File: src/rtl/sram_cmd_master.sv
// Burst command sequencer driving a single-port SRAM (we/re/addr/data, registered datao).
// Define SRAM_MASTER_READBACK_VERIFY_EN to re-read and compare every written word.
module sram_cmd_master #(
   parameter int ADDR_W    = 9,
   parameter int DATA_W    = 9,
   parameter int MEM_DEPTH = 9,
   parameter int LEN_W     = 4
) (
   input  logic              clk,
   input  logic              rst,
   input  logic              cmd_valid,
   output logic              cmd_ready,
   input  logic              cmd_wr,
   input  logic [ADDR_W-1:0] cmd_addr,
   input  logic [LEN_W-1:0]  cmd_len,
   input  logic              wdata_valid,
   output logic              wdata_ready,
   input  logic [DATA_W-1:0] wdata,
   output logic              rdata_valid,
   input  logic              rdata_ready,
   output logic [DATA_W-1:0] rdata,
   output logic              rdata_last,
   output logic              cmd_err,
   output logic              busy,
   output logic              vfy_err,
   output logic [ADDR_W-1:0] vfy_err_addr,
   output logic              sram_we,
   output logic              sram_re,
   output logic [ADDR_W-1:0] sram_addr,
   output logic [DATA_W-1:0] sram_data,
   input  logic [DATA_W-1:0] sram_datao
);

   localparam logic [ADDR_W-1:0] DEPTH_A = ADDR_W'(MEM_DEPTH);
   localparam logic [ADDR_W-1:0] LAST_A  = ADDR_W'(MEM_DEPTH - 1);
   localparam logic [ADDR_W-1:0] ONE_A   = {{(ADDR_W-1){1'b0}}, 1'b1};
   localparam logic [LEN_W-1:0]  ONE_L   = {{(LEN_W-1){1'b0}}, 1'b1};

   typedef enum logic [2:0] {
      S_IDLE,
      S_WR_WAIT,
      S_WR_PULSE,
      S_RD_PULSE,
      S_RD_CAPT,
      S_RD_RESP
`ifdef SRAM_MASTER_READBACK_VERIFY_EN
      ,
      S_VFY_PULSE,
      S_VFY_CAPT
`endif
   } state_t;

   state_t            state_q;
   logic [ADDR_W-1:0] addr_q;
   logic [ADDR_W-1:0] addr_d;
   logic [LEN_W-1:0]  beats_q;
   logic              last_beat_s;
   logic              cmd_ready_q;
   logic              wdata_ready_q;
   logic              rdata_valid_q;
   logic [DATA_W-1:0] rdata_q;
   logic              rdata_last_q;
   logic              cmd_err_q;
   logic              busy_q;
   logic              sram_we_q;
   logic              sram_re_q;
   logic [ADDR_W-1:0] sram_addr_q;
   logic [DATA_W-1:0] sram_data_q;
`ifdef SRAM_MASTER_READBACK_VERIFY_EN
   logic [DATA_W-1:0] wdat_q;
   logic              vfy_err_q;
   logic [ADDR_W-1:0] vfy_err_addr_q;
`endif

   // Next beat address wraps at the memory depth rather than the address-space size.
   always_comb begin
      addr_d = addr_q + ONE_A;
      if (addr_q == LAST_A) begin
         addr_d = {ADDR_W{1'b0}};
      end else begin
         addr_d = addr_q + ONE_A;
      end
   end

   assign last_beat_s = (beats_q == {LEN_W{1'b0}});

   // Sequencer FSM; every output is registered alongside the state it belongs to.
   always_ff @(posedge clk) begin
      if (rst) begin
         state_q       <= S_IDLE;
         addr_q        <= {ADDR_W{1'b0}};
         beats_q       <= {LEN_W{1'b0}};
         cmd_ready_q   <= 1'b0;
         wdata_ready_q <= 1'b0;
         rdata_valid_q <= 1'b0;
         rdata_q       <= {DATA_W{1'b0}};
         rdata_last_q  <= 1'b0;
         cmd_err_q     <= 1'b0;
         busy_q        <= 1'b0;
         sram_we_q     <= 1'b0;
         sram_re_q     <= 1'b0;
         sram_addr_q   <= {ADDR_W{1'b0}};
         sram_data_q   <= {DATA_W{1'b0}};
`ifdef SRAM_MASTER_READBACK_VERIFY_EN
         wdat_q         <= {DATA_W{1'b0}};
         vfy_err_q      <= 1'b0;
         vfy_err_addr_q <= {ADDR_W{1'b0}};
`endif
      end else begin
         cmd_err_q <= 1'b0;
         case (state_q)
            S_IDLE: begin
               if (!cmd_ready_q) begin
                  cmd_ready_q <= 1'b1;
               end else if (cmd_valid) begin
                  if (cmd_addr >= DEPTH_A) begin
                     cmd_err_q <= 1'b1;
                  end else begin
                     addr_q      <= cmd_addr;
                     beats_q     <= cmd_len;
                     cmd_ready_q <= 1'b0;
                     busy_q      <= 1'b1;
                     if (cmd_wr) begin
                        state_q       <= S_WR_WAIT;
                        wdata_ready_q <= 1'b1;
                     end else begin
                        state_q     <= S_RD_PULSE;
                        sram_re_q   <= 1'b1;
                        sram_addr_q <= cmd_addr;
                     end
                  end
               end
            end
            S_WR_WAIT: begin
               if (wdata_valid && wdata_ready_q) begin
                  wdata_ready_q <= 1'b0;
                  sram_we_q     <= 1'b1;
                  sram_addr_q   <= addr_q;
                  sram_data_q   <= wdata;
`ifdef SRAM_MASTER_READBACK_VERIFY_EN
                  wdat_q        <= wdata;
`endif
                  state_q       <= S_WR_PULSE;
               end
            end
            S_WR_PULSE: begin
               sram_we_q <= 1'b0;
`ifdef SRAM_MASTER_READBACK_VERIFY_EN
               sram_re_q <= 1'b1;
               state_q   <= S_VFY_PULSE;
`else
               addr_q  <= addr_d;
               beats_q <= beats_q - ONE_L;
               if (last_beat_s) begin
                  state_q     <= S_IDLE;
                  cmd_ready_q <= 1'b1;
                  busy_q      <= 1'b0;
               end else begin
                  state_q       <= S_WR_WAIT;
                  wdata_ready_q <= 1'b1;
               end
`endif
            end
`ifdef SRAM_MASTER_READBACK_VERIFY_EN
            S_VFY_PULSE: begin
               sram_re_q <= 1'b0;
               state_q   <= S_VFY_CAPT;
            end
            S_VFY_CAPT: begin
               // Only the first mismatch address is kept; the flag is sticky.
               if ((sram_datao != wdat_q) && !vfy_err_q) begin
                  vfy_err_q      <= 1'b1;
                  vfy_err_addr_q <= addr_q;
               end
               addr_q  <= addr_d;
               beats_q <= beats_q - ONE_L;
               if (last_beat_s) begin
                  state_q     <= S_IDLE;
                  cmd_ready_q <= 1'b1;
                  busy_q      <= 1'b0;
               end else begin
                  state_q       <= S_WR_WAIT;
                  wdata_ready_q <= 1'b1;
               end
            end
`endif
            S_RD_PULSE: begin
               sram_re_q <= 1'b0;
               state_q   <= S_RD_CAPT;
            end
            S_RD_CAPT: begin
               rdata_q       <= sram_datao;
               rdata_last_q  <= last_beat_s;
               rdata_valid_q <= 1'b1;
               state_q       <= S_RD_RESP;
            end
            S_RD_RESP: begin
               if (rdata_ready) begin
                  rdata_valid_q <= 1'b0;
                  rdata_last_q  <= 1'b0;
                  addr_q        <= addr_d;
                  beats_q       <= beats_q - ONE_L;
                  if (last_beat_s) begin
                     state_q     <= S_IDLE;
                     cmd_ready_q <= 1'b1;
                     busy_q      <= 1'b0;
                  end else begin
                     state_q     <= S_RD_PULSE;
                     sram_re_q   <= 1'b1;
                     sram_addr_q <= addr_d;
                  end
               end
            end
            default: begin
               state_q       <= S_IDLE;
               cmd_ready_q   <= 1'b0;
               wdata_ready_q <= 1'b0;
               rdata_valid_q <= 1'b0;
               rdata_last_q  <= 1'b0;
               busy_q        <= 1'b0;
               sram_we_q     <= 1'b0;
               sram_re_q     <= 1'b0;
            end
         endcase
      end
   end

   assign cmd_ready   = cmd_ready_q;
   assign wdata_ready = wdata_ready_q;
   assign rdata_valid = rdata_valid_q;
   assign rdata       = rdata_q;
   assign rdata_last  = rdata_last_q;
   assign cmd_err     = cmd_err_q;
   assign busy        = busy_q;
   assign sram_we     = sram_we_q;
   assign sram_re     = sram_re_q;
   assign sram_addr   = sram_addr_q;
   assign sram_data   = sram_data_q;
`ifdef SRAM_MASTER_READBACK_VERIFY_EN
   assign vfy_err      = vfy_err_q;
   assign vfy_err_addr = vfy_err_addr_q;
`else
   assign vfy_err      = 1'b0;
   assign vfy_err_addr = {ADDR_W{1'b0}};
`endif

endmodule

File: config.mk
export PLATFORM = sky130hd
export DESIGN_NAME = sram_cmd_master
export DESIGN_NICKNAME = d
export VERILOG_FILES = /design/src/rtl/sram_cmd_master.sv
export SDC_FILE = /design/constraint.sdc
export NUM_CORES = 1
export LEC_CHECK = 0
export BUFFER_PORTS_ARGS = -buffer_cell sky130_fd_sc_hd__buf_2
export CAP_MARGIN = 40
export CORE_ASPECT_RATIO = 0.8
export CORE_MARGIN = 1.5
export CORE_UTILIZATION = 55
export CTS_CLUSTER_SIZE = 12
export DETAILED_ROUTE_END_ITERATION = 10
export GPL_TIMING_DRIVEN = 0
export HOLD_SLACK_MARGIN = 0.02
export PLACE_DENSITY_LB_ADDON = 0.15
export REMOVE_ABC_BUFFERS = 1
export SYNTH_ARGS = -nofsm -noshare
export SYNTH_HDL_FRONTEND = slang
export SYNTH_SLANG_ARGS = --single-unit
File: constraint.sdc
create_clock -name clk -period 5.56 [get_ports clk]
set_clock_uncertainty 0.2 [all_clocks]
set_input_delay 0 -clock clk [delete_from_list [all_inputs] [get_ports clk]]
set_output_delay 0 -clock clk [all_outputs]
set_load 0.02 [all_outputs]
## Yosys cells after proc, flatten, opt, wreduce, memory -nomap -nowiden

Index checks and enable logic that the tools add are counted.

- Bits in registers: 51
- Bits in latches: 0
- Memory bits (writable): 0
- Memory bits (read-only): 0
- Output and inout bits: 45
- Word-level logic and storage cells: 119
- Memories: 0

- $add $sub $neg: 2
- Multipliers: 0
- Divide/modulo/power cells: 0
- Magnitude comparators: 1
- Eq/ne operators: 15
- Shift-type cells: 0
- Multiplexer cells: 58
- Bitwise operators: 8
- Reductions and logical operators: 21

Operators with widths:

| kind | number |
|---|---|
| 9-bit 2-to-1 mux | 12 |
| 9-bit case mux with 3 select lines | 2 |
| 1-bit 2-to-1 mux | 24 |
| 2-bit != test (second input constant) | 9 |
| 3-bit case mux with 6 select lines | 1 |
| 4-bit 2-to-1 mux | 4 |
| 3-bit 2-to-1 mux | 5 |
| 5-bit AND reduction | 3 |
| 7-bit AND reduction | 2 |
| 1-bit case mux with 4 select lines | 3 |
| 4-bit case mux with 3 select lines | 1 |
| 4-bit OR reduction | 3 |
| 9-bit by 1-bit adder with 9-bit output (second input constant) | 1 |
| 9-bit by 4-bit equality test with 1-bit output (second input constant) | 1 |
| 9-bit by 4-bit greater-or-equal comparator with 1-bit output (second input constant) | 1 |
| 1-bit case mux with 3 select lines | 3 |
| 3-bit OR reduction | 3 |
| 1-bit NOT | 8 |
| 2-bit AND reduction | 4 |
| 8-bit AND reduction | 1 |
| 3-bit by 2-bit equality test with 1-bit output (second input constant) | 2 |
| 3-bit equality test (second input constant) | 2 |
| 3-bit nonzero test | 2 |
| 4-bit zero test | 1 |
| other kinds (6) | 7 |

## Longest topological paths before layout

- Depth after elaboration: 5
- Gate-level depth with buffers: 8

## Worst setup path after synthesis

Ideal clock, no wire load.

- Kind: register to register
- Start point: reg cmd_ready_q (netlist: cmd_ready)
- End point: reg sram_addr_q[5] (netlist: sram_addr[5])
- Library setup time: 0.133 ns
- Arrival time: 1.934 ns
- Setup slack: 3.293 ns
- Stages on the path, launching flop included: 6
- Buffers on the path: 0
- Cells stage by stage: dfxtp_1 nand4bb_1 o31a_1 or4_4 a2111oi_0 nor3_1

- Longest elaborated chain between the ends: 2

Ends and longest elaborated chain:

| element | line | RTL |
|---|---|---|
| start: declaration | 58 | `logic cmd_ready_q;` |
| start signal: assignment | 93 | `cmd_ready_q <= 1'b0;` |
| start signal: assignment | 114 | `cmd_ready_q <= 1'b1;` |
| start signal: assignment | 121 | `cmd_ready_q <= 1'b0;` |
| 2-bit != test (no source line) | n/a |  |
| 8-bit AND reduction (no source line) | n/a |  |
| end signal: assignment | 102 | `sram_addr_q <= {ADDR_W{1'b0}};` |
| end signal: assignment | 129 | `sram_addr_q <= cmd_addr;` |
| end signal: assignment | 138 | `sram_addr_q <= addr_q;` |
| end: declaration | 67 | `logic [ADDR_W-1:0] sram_addr_q;` |

Every way passes these cells.
A chain may end at the register's enable or synchronous reset.

## Worst setup path after layout

- Start point: reg state_q[2]
- End point: reg beats_q[2]

- Longest elaborated chain between the ends: 3
- Elaborated cells between the ends (all ways): 10
- Those cells by class: 6 x eq/ne; 1 x mux; 3 x reduce/logical

Ends and longest elaborated chain:

| element | line | RTL |
|---|---|---|
| start: declaration | 53 | `state_t state_q;` |
| start signal: assignment | 90 | `state_q <= S_IDLE;` |
| start signal: assignment | 124 | `state_q <= S_WR_WAIT;` |
| start signal: assignment | 127 | `state_q <= S_RD_PULSE;` |
| 3-bit equality test (tied with other cells) | 111 | `case (state_q)` |
| 2-bit != test (no source line) or 3-bit nonzero test (tied branches) | n/a |  |
| 5-bit AND reduction (no source line) | n/a |  |
| end signal: assignment | 92 | `beats_q <= {LEN_W{1'b0}};` |
| end signal: assignment | 120 | `beats_q <= cmd_len;` |
| end signal: assignment | 153 | `beats_q <= beats_q - ONE_L;` |
| end: declaration | 56 | `logic [LEN_W-1:0] beats_q;` |

Several ways; a longest one is shown, not always the timed one.

==> out/results.ini <==
[floorplan]
rows=22
die_area_sq_um=5370
dieHeight_microns=65.9
initial_core_util=0.580
die_w_microns=81.6
placeableCoreArea_sq_um=4680
num_io_pins=82

[grt]
pin_count_of_the_biggest_net_entering_global_routing=34
grtUsageTotal=0.286
via_count_of_the_first_global_routing_pass=2555
total_congestion_overflow=0
antenna_found_initial=0
first_pass_grt_wire_length_microns=12000

[detailed_routing]
detail_route.wirelength_microns=7350
detail_route.first_pass.iterations=5
wire_per_inst_microns=14.5
initialDrtViolationCount=185
antenna_left=0
drc=0
via_count=2844
post_detailed_route_via_to_cell_ratio=5.61

[setup_path]
criticalPathCategory=reg -> reg
worst-endpoint-required_ns=5.61
slowest_stage=sky130_fd_sc_hd__nor4bb_1
slowest_stage_delay_on_critical_path_ns=0.89
kind_of_start_point_of_the_critical_path=flop
timing.critical_path.mode_cell=sky130_fd_sc_hd__a21oi_1
cp.arrival_ns=3.55
timing.critical_path.to_type=flop
critPathMaxFanout=20
r2r_cells=6
crit_path_cell_trace=nor4bb_1 -> a21oi_1 -> nand2_1 -> o21ai_0 -> a21oi_1 -> dlygate4sd3_1

[synthesis]
syn-cell-area_sq_um=2720
synthesized_flop_and_latch_total=51
syn-mean-instance-area_sq_um=7.90
yosysWarningCount=0
synth_enable_flop_cells=0
yosys.cell_types.count=60
synth.yosys.seq_area_share=0.376
postSynthCellCount=344
ys_async_rst_share=0
postSynth.topFlopCell=sky130_fd_sc_hd__dfxtp_1

[sta]
maximum_clock_rate_mhz=285
rsz0062_at_grt=false
tightest_slew_ns=0.923
final.period_utilization=0.630
timing.final.crit_period_ns=3.50
finalHoldViolCount=0
fin_setup_tns_ns=0
timing.max_slew.rel_slack=0.376
timing.final.max_slew_violations=0
setup_viol=0
holdWs_ns=0.100

[cells_and_area]
fraction_of_layout_cells_with_a_size_suffix_above_1=0.204
layoutNonFillerInstCount=507
post-route-cell-area_sq_um=3600
nets_final=486
final_core_utilization=0.768
layout-area-overhead-vs-synth_pct=32.4
antenna-diode-count=0

[job]
max-cap-violations=0

[clock_network]
post_cts_resize_count=0
clk_transition_reported_paths_ns=0.09
cts_max_level=2
root_buffer=sky130_fd_sc_hd__clkbuf_8
cts_buffers=5
cts_tree=yes
tritoncts_num_sinks=51
cts.path.max_buffers=2
worstSkewPairLatency_ns=0.31

[placement]
globalplace.congestion=0.866
placedCellCount=456
io_buffer_count=71
postPlaceCellArea_sq_um=3050
hpwlAfterDp_microns=4740

[pwr]
power_per_cell_area_nw_per_um2=199
irDropWorstVdd_v=0.000156
leakage_nw=1.53

[hold_path]
count_of_cells_along_the_worst_hold_path=5
hold_path_class=in -> reg

[status]
outcome=finished clean

-- sequential cells by signal, summed over array words and instances, names as in the netlist --
name,cells
addr_q,9
beats_q,4
busy,1
cmd_err,1
cmd_ready,1
rdata,9
rdata_last,1
rdata_valid,1
sram_addr,9
sram_data,9
sram_re,1
sram_we,1
state_q,3
wdata_ready,1
-- cells in the mapped netlist, drive strengths merged (2+ instances only) --
cell type   n  share of area
a2111oi     3          0.012
a221oi      2         0.0064
a22oi       2         0.0055
xnor2       2         0.0064
nand2b      2         0.0046
or3b        2         0.0064
a21o        2         0.0055
ha          3          0.014
o31ai       2         0.0074
buf        15          0.040
o31a        2         0.0064
or4         2         0.0069
inv         8          0.011
nand3       7          0.013
o2bb2ai     2         0.0064
mux2i      14          0.052
o21ai      12          0.022
dfxtp      51           0.38
xor2        2         0.0064
a311oi      2         0.0064
o22ai       5          0.012
or4b        2         0.0074
nor3       10          0.020
nor3b       3         0.0083
and3        3         0.0069
a31oi       3         0.0069
a211oi      9          0.025
nor4        2         0.0046
nor2b       5          0.012
clkbuf     17          0.023
a21oi      37          0.068
nor2       51          0.070
nand3b      2         0.0055
o211ai      3         0.0083
or3         5          0.013
nand2      35          0.048
-- path summary, 6_finish.rpt --
path,start,to,slack [ns]
setup / recovery,state_q[2]$_SDFFE_PP0P_,beats_q[2]$_SDFFE_PP0P_,2.06
hold / removal,cmd_wr,state_q[1]$_SDFFE_PP0P_,0.10
hold reg to reg,rdata[8]$_SDFFE_PP0P_,rdata[8]$_SDFFE_PP0P_,0.26
setup reg to reg,state_q[2]$_SDFFE_PP0P_,beats_q[2]$_SDFFE_PP0P_,2.06
-- power by group --
group,internal [mW],total (mW),switching [mW]
clock,0.134,0.259,0.125
sequential,0.369,0.373,0.00452
combinational,0.0413,0.0832,0.0420
total,0.544,0.716,0.172
-- through the flow --
step	worst slack [ns]	power, mW
finish	2.06	0.716
global placement	2.59	0.440
CTS	2.20	0.717
global route	1.69	0.742
floorplan	3.14	0.411
detailed placement	2.60	0.443
-- final cells by class --
cell class / instances / area [sq um]
multi-input cells: 262 / 1530
fillers: 369 / 1080
flip-flops and latches: 51 / 1020
repair buffers: 118 / 830
well taps: 60 / 75.1
clock buffers: 5 / 68.8
clock inverters: 3 / 43.8
inverters: 8 / 30.0
-- kinds of logic after synthesis --
| group | after synthesis | synth area share |
|---|---|---|
| DFF | 51 | 0.376 |
| xor gates and xnor gates | 4 | 0.0129 |
| adders and majority gates | 3 | 0.0138 |
| other | 1 | 0.00138 |
| buffers and inverters | 40 | 0.0742 |
| muxes | 14 | 0.0516 |
| AOI/OAI and AO/OA | 94 | 0.224 |
| and+or+nand+nor | 137 | 0.246 |
-- cell usage in the layout (no fill, tap or decap), drive strengths merged, types with 7 or more instances in the layout --
master / instances
inv: 8
mux2i: 14
nor2: 51
dlygate4sd3: 43
dfxtp: 51
a21oi: 37
nor3: 10
o21ai: 12
buf: 75
a211oi: 9
conb: 10
nand2: 35
nand3: 7
-- repair_timing --
item | 4_1_cts | 5_1_grt
hold buffers | 43 | 0
setup endpoints to repair | 0 | 0
setup buffers | 0 | 0
endpoints found under the hold margin | 49 | 0
-- per-layer routing --
metal / routed length, microns / track usage / share of wire / vias to the layer above
met2: 3610 / 0.479 / 0.49 / 95
li1: - / - / - / 1410
met3: 367 / 0.0441 / 0.050 / 7
met1: 3320 / 0.392 / 0.45 / 1332
met5: 0 / 0 / 0 / -
met4: 51 / 0.0508 / 0.0069 / 0
-- worst max-delay path: cells and delay by family (launching register included) --
kind	cells	cell delay (ns)
buffers and inverters	1	0.57
AOI/OAI and AO/OA	3	0.48
and+or+nand+nor	2	1.40
DFF	1	0.80
No activity file was read; power rests on OpenSTA's default activity.
